`src/rtl/bldc_motion_sequencer_if.sv`:
```
// Command channel for bldc_motion_sequencer plus the shared direction type.
// Ports: cmd_valid/cmd_direction/cmd_duty from master, cmd_ready from slave.
package bldc_motion_sequencer_pkg;
  typedef enum logic [1:0] {
    DIR_NONE = 2'd0,
    DIR_CW   = 2'd1,
    DIR_CCW  = 2'd2
  } rotation_direction_t;
endpackage

interface bldc_motion_sequencer_if #(
  parameter int pwm_counter_width = 10
);
  logic cmd_valid;
  logic cmd_ready;
  bldc_motion_sequencer_pkg::rotation_direction_t cmd_direction;
  logic [pwm_counter_width-1:0] cmd_duty;

  modport master (
    output cmd_valid,
    output cmd_direction,
    output cmd_duty,
    input  cmd_ready
  );

  modport slave (
    input  cmd_valid,
    input  cmd_direction,
    input  cmd_duty,
    output cmd_ready
  );
endinterface

```
`src/rtl/bldc_motion_sequencer.sv`:
```
// Slew-limited command sequencer in front of a BLDC driver.
// Ports: sys_clk/reset, cmd (slave), rpm/driver_state/hall_error/clear_fault
// in; drv_enable/drv_direction/drv_duty, seq_state, fault_code out.
module bldc_motion_sequencer
  import bldc_motion_sequencer_pkg::*;
#(
  parameter int clk_freq_hz       = 54_000_000,
  parameter int pwm_counter_width = 10,
  parameter int counter_width     = 32,
  parameter int ramp_step_us      = 100,
  parameter int ramp_step         = 1,
  parameter int max_duty          = 1000,
  parameter int stop_timeout_ms   = 500
) (
  input  logic                         sys_clk,
  input  logic                         reset,
  bldc_motion_sequencer_if.slave       cmd,
  input  logic [counter_width-1:0]     rpm,
  input  logic [2:0]                   driver_state,
  input  logic                         hall_error,
  input  logic                         clear_fault,
  output logic                         drv_enable,
  output rotation_direction_t          drv_direction,
  output logic [pwm_counter_width-1:0] drv_duty,
  output logic [2:0]                   seq_state,
  output logic [1:0]                   fault_code
);
  localparam int pw = pwm_counter_width;
  localparam int tick_cycles =
    (clk_freq_hz / 1_000_000) * ramp_step_us;
  localparam int stop_cycles =
    (clk_freq_hz / 1000) * stop_timeout_ms;
  localparam logic [pw-1:0] duty_max  = pw'(max_duty);
  localparam logic [pw-1:0] duty_step = pw'(ramp_step);

  typedef enum logic [2:0] {
    S_IDLE      = 3'd0,
    S_SLEW      = 3'd1,
    S_RUN       = 3'd2,
    S_STOPPING  = 3'd3,
    S_WAIT_STOP = 3'd4,
    S_FAULT     = 3'd5
  } state_t;

  state_t              state;
  logic [31:0]         presc;
  logic [31:0]         tmo;
  logic                tick;
  logic [pw-1:0]       tgt;
  rotation_direction_t pend_dir;
  logic [pw-1:0]       pend_duty;

  logic          accept;
  logic          cmd_go;
  logic          abort;
  logic          fault_hit;
  logic [pw-1:0] sat;
  logic [pw-1:0] goal;
  logic [pw-1:0] duty_nxt;

  function automatic logic [pw-1:0] step(
    input logic [pw-1:0] cur,
    input logic [pw-1:0] dst
  );
    if (cur < dst)
      return (dst - cur > duty_step) ? cur + duty_step : dst;
    else
      return (cur - dst > duty_step) ? cur - duty_step : dst;
  endfunction

  // Free-running: commands never re-phase the slew tick.
  assign tick = (presc == 32'(tick_cycles - 1));

  always_ff @(posedge sys_clk or posedge reset) begin
    if (reset) presc <= '0;
    else if (tick) presc <= '0;
    else presc <= presc + 32'd1;
  end

  assign cmd.cmd_ready =
    !(state == S_WAIT_STOP || state == S_FAULT);
  assign seq_state = state;

  assign accept = cmd.cmd_valid & cmd.cmd_ready;
  assign sat = (cmd.cmd_duty > duty_max) ? duty_max : cmd.cmd_duty;
  assign cmd_go = (cmd.cmd_direction != DIR_NONE) && (sat != '0);
  // Same-direction run command: retarget without stopping.
  assign abort = accept && cmd_go &&
                 (cmd.cmd_direction == drv_direction);
  assign fault_hit =
    (state inside {S_SLEW, S_RUN, S_STOPPING, S_WAIT_STOP}) &&
    (hall_error || driver_state == 3'd3);

  // Goal seen by this cycle's tick, already folding in any new command.
  always_comb begin
    goal = '0;
    case (state)
      S_IDLE:         goal = sat;
      S_SLEW, S_RUN:  goal = accept ? (abort ? sat : '0) : tgt;
      S_STOPPING:     goal = abort ? sat : '0;
      default:        goal = '0;
    endcase
    duty_nxt = tick ? step(drv_duty, goal) : drv_duty;
  end

  always_ff @(posedge sys_clk or posedge reset) begin
    if (reset) begin
      state         <= S_IDLE;
      drv_enable    <= 1'b0;
      drv_direction <= DIR_NONE;
      drv_duty      <= '0;
      fault_code    <= 2'd0;
      tgt           <= '0;
      pend_dir      <= DIR_NONE;
      pend_duty     <= '0;
      tmo           <= '0;
    end else if (fault_hit) begin
      state         <= S_FAULT;
      drv_enable    <= 1'b0;
      drv_direction <= DIR_NONE;
      drv_duty      <= '0;
      fault_code    <= hall_error ? 2'd1 : 2'd2;
    end else begin
      case (state)
        S_IDLE: begin
          if (accept && cmd_go) begin
            tgt           <= sat;
            drv_direction <= cmd.cmd_direction;
            drv_enable    <= 1'b1;
            drv_duty      <= duty_nxt;
            state         <= S_SLEW;
          end
        end
        S_SLEW, S_RUN: begin
          drv_duty <= duty_nxt;
          if (accept && !abort) begin
            pend_dir  <= cmd.cmd_direction;
            pend_duty <= sat;
            state     <= S_STOPPING;
          end else begin
            if (abort) tgt <= sat;
            state <= (duty_nxt == goal) ? S_RUN : S_SLEW;
          end
        end
        S_STOPPING: begin
          drv_duty <= duty_nxt;
          if (abort) begin
            tgt   <= sat;
            state <= (duty_nxt == sat) ? S_RUN : S_SLEW;
          end else begin
            if (accept) begin
              pend_dir  <= cmd.cmd_direction;
              pend_duty <= sat;
            end
            if (duty_nxt == '0) begin
              state         <= S_WAIT_STOP;
              drv_enable    <= 1'b0;
              drv_direction <= DIR_NONE;
              tmo           <= '0;
            end
          end
        end
        S_WAIT_STOP: begin
          if (rpm == '0) begin
            if (pend_dir != DIR_NONE && pend_duty != '0) begin
              drv_enable    <= 1'b1;
              drv_direction <= pend_dir;
              tgt           <= pend_duty;
              state         <= S_SLEW;
            end else begin
              state <= S_IDLE;
            end
            pend_dir  <= DIR_NONE;
            pend_duty <= '0;
          end else if (tmo == 32'(stop_cycles - 1)) begin
            state      <= S_FAULT;
            fault_code <= 2'd3;
          end else begin
            tmo <= tmo + 32'd1;
          end
        end
        S_FAULT: begin
          if (clear_fault && !hall_error) begin
            state      <= S_IDLE;
            fault_code <= 2'd0;
            tgt        <= '0;
            pend_dir   <= DIR_NONE;
            pend_duty  <= '0;
          end
        end
        default: state <= S_IDLE;
      endcase
    end
  end
endmodule

```
`src/flat_wrapper.sv`:
```
// flat-port wrapper written by rule: the top's interface ports become plain ports
module bldc_motion_sequencer_flat import bldc_motion_sequencer_pkg::*;
#(
  parameter int clk_freq_hz       = 54_000_000,
  parameter int pwm_counter_width = 10,
  parameter int counter_width     = 32,
  parameter int ramp_step_us      = 100,
  parameter int ramp_step         = 1,
  parameter int max_duty          = 1000,
  parameter int stop_timeout_ms   = 500
)
  (sys_clk, reset, rpm, driver_state, hall_error, clear_fault, drv_enable, drv_direction, drv_duty, seq_state, fault_code, cmd_cmd_valid, cmd_cmd_direction, cmd_cmd_duty, cmd_cmd_ready);
  bldc_motion_sequencer_if #(.pwm_counter_width(pwm_counter_width)) cmd_i ();
  input  logic sys_clk;
  input  logic reset;
  input  logic [counter_width-1:0] rpm;
  input  logic [2:0] driver_state;
  input  logic hall_error;
  input  logic clear_fault;
  output logic drv_enable;
  output rotation_direction_t drv_direction;
  output logic [pwm_counter_width-1:0] drv_duty;
  output logic [2:0] seq_state;
  output logic [1:0] fault_code;
  input wire logic [$bits(cmd_i.cmd_valid)-1:0] cmd_cmd_valid;
  input wire logic [$bits(cmd_i.cmd_direction)-1:0] cmd_cmd_direction;
  input wire logic [$bits(cmd_i.cmd_duty)-1:0] cmd_cmd_duty;
  output wire logic [$bits(cmd_i.cmd_ready)-1:0] cmd_cmd_ready;
  assign cmd_i.cmd_valid = cmd_cmd_valid;
  assign cmd_i.cmd_direction = cmd_cmd_direction;
  assign cmd_i.cmd_duty = cmd_cmd_duty;
  assign cmd_cmd_ready = cmd_i.cmd_ready;
  bldc_motion_sequencer #(.clk_freq_hz(clk_freq_hz), .pwm_counter_width(pwm_counter_width), .counter_width(counter_width), .ramp_step_us(ramp_step_us), .ramp_step(ramp_step), .max_duty(max_duty), .stop_timeout_ms(stop_timeout_ms)) u_core (.sys_clk(sys_clk), .reset(reset), .cmd(cmd_i), .rpm(rpm), .driver_state(driver_state), .hall_error(hall_error), .clear_fault(clear_fault), .drv_enable(drv_enable), .drv_direction(drv_direction), .drv_duty(drv_duty), .seq_state(seq_state), .fault_code(fault_code));
endmodule
```
`config.mk`:
```
export PLATFORM = sky130hd
export DESIGN_NAME = bldc_motion_sequencer_flat
export DESIGN_NICKNAME = d
export VERILOG_FILES = /design/src/rtl/bldc_motion_sequencer_if.sv /design/src/rtl/bldc_motion_sequencer.sv /design/src/flat_wrapper.sv
export SDC_FILE = /design/constraint.sdc
export NUM_CORES = 1
export LEC_CHECK = 0
export BUFFER_PORTS_ARGS = -buffer_cell sky130_fd_sc_hd__buf_4
export CELL_PAD_IN_SITES_DETAIL_PLACEMENT = 2
export CELL_PAD_IN_SITES_GLOBAL_PLACEMENT = 2
export CORE_MARGIN = 3
export CORE_UTILIZATION = 37
export CTS_BUF_LIST = sky130_fd_sc_hd__clkbuf_16
export DETAILED_ROUTE_END_ITERATION = 12
export PLACE_DENSITY_LB_ADDON = 0.1
export SYNTH_ARGS = -nofsm -noshare
export SYNTH_HDL_FRONTEND = slang
export SYNTH_SLANG_ARGS = --single-unit
export TNS_END_PERCENT = 100
```
`constraint.sdc`:
```
create_clock -name sys_clk -period 6.8 [get_ports sys_clk]
set_clock_uncertainty 0.05 [all_clocks]
set_input_delay 0.68 -clock sys_clk [delete_from_list [all_inputs] [get_ports sys_clk]]
set_output_delay 0.68 -clock sys_clk [all_outputs]
set_load 0.01 [all_outputs]
```
==> key figures <==
Run status
  – Outcome: completed

Floorplan
  – Rows: 54
  – Die W: 155.5 um
  – Core footprint: 21890 um^2
  – Die Y: 155.5 um
  – DIE AREA: 24160 um^2
  – Num ports: 71
  – Initial Utilization: 37.75%

Logic synthesis
  – Post-synth top area cell: dfrtp_1
  – Synth top area share: 31.49%
  – Cells after Synth: 1006
  – Top FF cell, synth: dfrtp_1
  – Seq/Total Area, Yosys: 31.49%
  – Count of cell types in the netlist: 81
  – Yosys reg bits: 104
  – Synth warnings: 0
  – EDFF count, synth: 0
  – Avg Cell Area, Syn: 8.215 um^2
  – Area contributors post-synth: dfrtp_1, xnor2_1, nand2_1
  – Synth async-reset ratio: 100.0%
  – Post-Syn Area: 8264 um^2
  – Syn nets: 1083

Global route
  – Gr usage total: 25.71%
  – Initial antenna violation count: 0
  – Overflow after GRT: 0
  – First-pass GRT wire length: 49.82 mm
  – Vias in the first global route: 8759
  – Largest net degree at the start of global routing: 64

Routing
  – Avg WL per Cell: 22.44 um
  – Routed wire length: 30.46 mm
  – Residual DRC: 0
  – Drt first-iter violations: 373
  – Post-DRT Antenna Nets: 0
  – Via count: 8233
  – Avg Vias per Cell: 6.067
  – Drt first pass iters: 5

Clock tree
  – Clock sinks: 104
  – Longest Clk Path Bufs: 2
  – Clk Latency, worst-skew pair: 0.36 ns
  – Clock Tree Root: clkbuf_16
  – Reg clk slew, reported paths: 0.08 ns
  – Post-CTS Hold Fix Bufs: 0
  – CTS tree: built
  – Htree depth: 3
  – Total CTS buffers: 9

Worst setup path
  – WP data required: 7.04 ns
  – Setup crit end: u_core.tmo[29]$_DFFE_PP0P_
  – Startpoint types: flop
  – Critical Path, Cell by Cell: buf_4 > or2_2 > nor2_1 > a41oi_1 > o21ai_0 > inv_1 > ha_1 > fa_1 > nor2b_1 > o21a_1 > o221ai_1 > a2111o_1 > nand4bb_1 > buf_4 > and3_1 > nor3_2 > nor3_1 > o22a_1 > a31oi_4 > nand2b_1 > buf_4 > a22o_1
  – Worst Setup End Kind: flop
  – Flop2flop setup slack: 0.33 ns
  – Worst path max stage delay: 0.58 ns
  – Reg2Reg Capture Point: u_core.tmo[29]$_DFFE_PP0P_
  – Crit path DAT: 6.72 ns
  – FF-to-FF path depth: 22
  – Critical Path Source: u_core.seq_state[1]$_DFFE_PP0P_
  – Critical-path maximum fanout: 14
  – Critical path type: flop to flop
  – FF-to-FF Start: u_core.seq_state[1]$_DFFE_PP0P_
  – Most used cell along the critical path: buf_4
  – Worst path slowest cell: o21ai_0

Timing
  – Final min period: 6.473 ns
  – Fin. max-slew vios: 0
  – Fin. Hold Viols: 0
  – Setup TNS: 0 ns
  – Rel. slew slack: 19.40%
  – Endpoints failing setup: 0
  – Final period util: 95.20%
  – RSZ-0062 raised after global routing: false
  – Measured slew at the worst slew-check pin: 1.198 ns
  – Peak Freq: 154.5 MHz

Placed design
  – Placer Congestion: 0.9294
  – Hpwl dp: 23.28 mm
  – PortBufs: 70

Power
  – VDD IR-drop max: 0.1872 mV
  – Total power: 3794 uW
  – Leak: 0.004064 uW
  – Pwr dens: 398.4 nW/um^2

Hold path
  – Worst Hold Class: input port to asynchronous set/reset pin

Layout
  – Number of nets in the layout: 1149
  – Final Util: 43.50%
  – Ant diodes: 0
  – Layout cells sized above 1: 14.39%
  – Layout area overhead: 15.23%

Flow run
  – Max_cap viols: 0
critical path, delay by kind of cell, from the launching register on:
kind	cells	cell delay, ns
simple gates	8	2.08
buf+inv	4	0.88
fa+ha+maj	2	0.65
compound gates	8	2.33
flops	1	0.40
how the worst min path moves through the flow:
stage                                       endpoint  slack, ns  cells past startpoint
global route              u_core.presc[28]$_DFF_PP0_       0.36                      2
floorplan                 u_core.presc[31]$_DFF_PP0_       0.39                      1
global placement    u_core.fault_code[0]$_DFFE_PP0P_       0.42                      2
detailed placement        u_core.presc[31]$_DFF_PP0_       0.43                      1
finish                     u_core.tmo[5]$_DFFE_PP0P_       0.31                      2
CTS                        u_core.tmo[6]$_DFFE_PP0P_       0.34                      2
registers in the layout, summed over array words and instances, names as in the netlist:
name and cells:
u_core.seq_state 3, u_core.pend_dir 2, u_core.fault_code 2, u_core.drv_enable 1, u_core.presc 32, u_core.drv_duty 10, u_core.tmo 32, u_core.pend_duty 10
u_core.tgt 10, u_core.drv_direction 2
Yosys cell counts (all sizes together) (8+ instances only):
cell type  count
dfrtp        104
nand2        104
nor2          88
a21oi         61
o21ai         54
xnor2         52
nor3          47
nand3         42
clkbuf        37
inv           34
nor4          28
nand4         26
mux2i         24
ha            23
and3          19
o2bb2ai       19
xor2          16
a22o          12
buf           12
a22oi         11
a31oi         11
or3           11
nor2b          9
o31ai          9
or4            9
a21o           8
o211ai         8
or2            8
placed cells by master (no fill, tap or decap), drive strengths merged, types with 7 or more instances in the layout:
| cell type | n |
|---|---|
| or4 | 9 |
| nor3 | 47 |
| o21a | 7 |
| and3 | 19 |
| inv | 38 |
| nor4 | 28 |
| and2 | 7 |
| buf | 104 |
| a22oi | 11 |
| a22o | 12 |
| a21o | 8 |
| nor2 | 88 |
| a21oi | 61 |
| xnor2 | 52 |
| nor2b | 9 |
| or3 | 11 |
| nand3 | 42 |
| a31oi | 11 |
| nand2b | 7 |
| mux2i | 24 |
| o21ai | 54 |
| o2bb2ai | 19 |
| o31ai | 9 |
| nand4 | 26 |
| o211ai | 8 |
| xor2 | 16 |
| clkbuf | 9 |
| or2 | 8 |
| dfrtp | 104 |
| ha | 23 |
| nand2 | 104 |
power breakdown:
group,leakage (uW),internal [uW],switching [uW]
clock,0.000170,333,272
sequential,0.00138,713,89.7
combinational,0.00251,881,1510
total,0.00406,1930,1870
cell families (layout without fill, tap and decap cells):
family	count (synthesis)	in the layout	synth area share (%)
buffers and inverters	85	156	4.345
AOI/OAI and AO/OA	264	264	22.15
xor gates and xnor gates	68	68	7.298
and+or+nand+nor	430	430	27.02
muxes	30	30	3.724
adders and majority gates	25	25	3.967
DFF	104	104	31.49
stage by stage:
step                      cell area (um^2)  setup WS, ns  cells  hold WS [ns]
final                                 9523        0.3267   1357        0.3147
after global routing                  9523       0.02680   1357        0.3556
after CTS                             9523        0.3864   1357        0.3386
after detailed placement              9184       0.08442   1341        0.4266
after global placement                9184        0.3022   1341        0.4186
after floorplan                       8264        0.7087   1006        0.3929
per-layer routing:
layer	wire (um)	GRT usage, %	part of all wire, %	up-vias
li1	-	-	-	3863
met1	14190	35.75	47	4201
met2	14850	43.57	49	137
met3	1017	3.227	3.3	32
met4	397	4.377	1.3	0
met5	0	0	0	-
final cells by class:
class | instances | area, um^2
fillers | 2518 | 12370
multi-input cells | 817 | 5313
flip-flops and latches | 104 | 2603
repair buffers | 104 | 780.7
well taps | 280 | 350.3
clock buffers | 9 | 225.2
inverters | 36 | 137.6
clock inverters | 7 | 113.9
what timing repair did:
action                                  in CTS  in global routing
endpoints found under the setup margin       0                  1
resized for setup                            0                  1
buffers inserted                             0                  0
hold endpoints to repair                     0                  0
(Power assumes the default switching activity.)
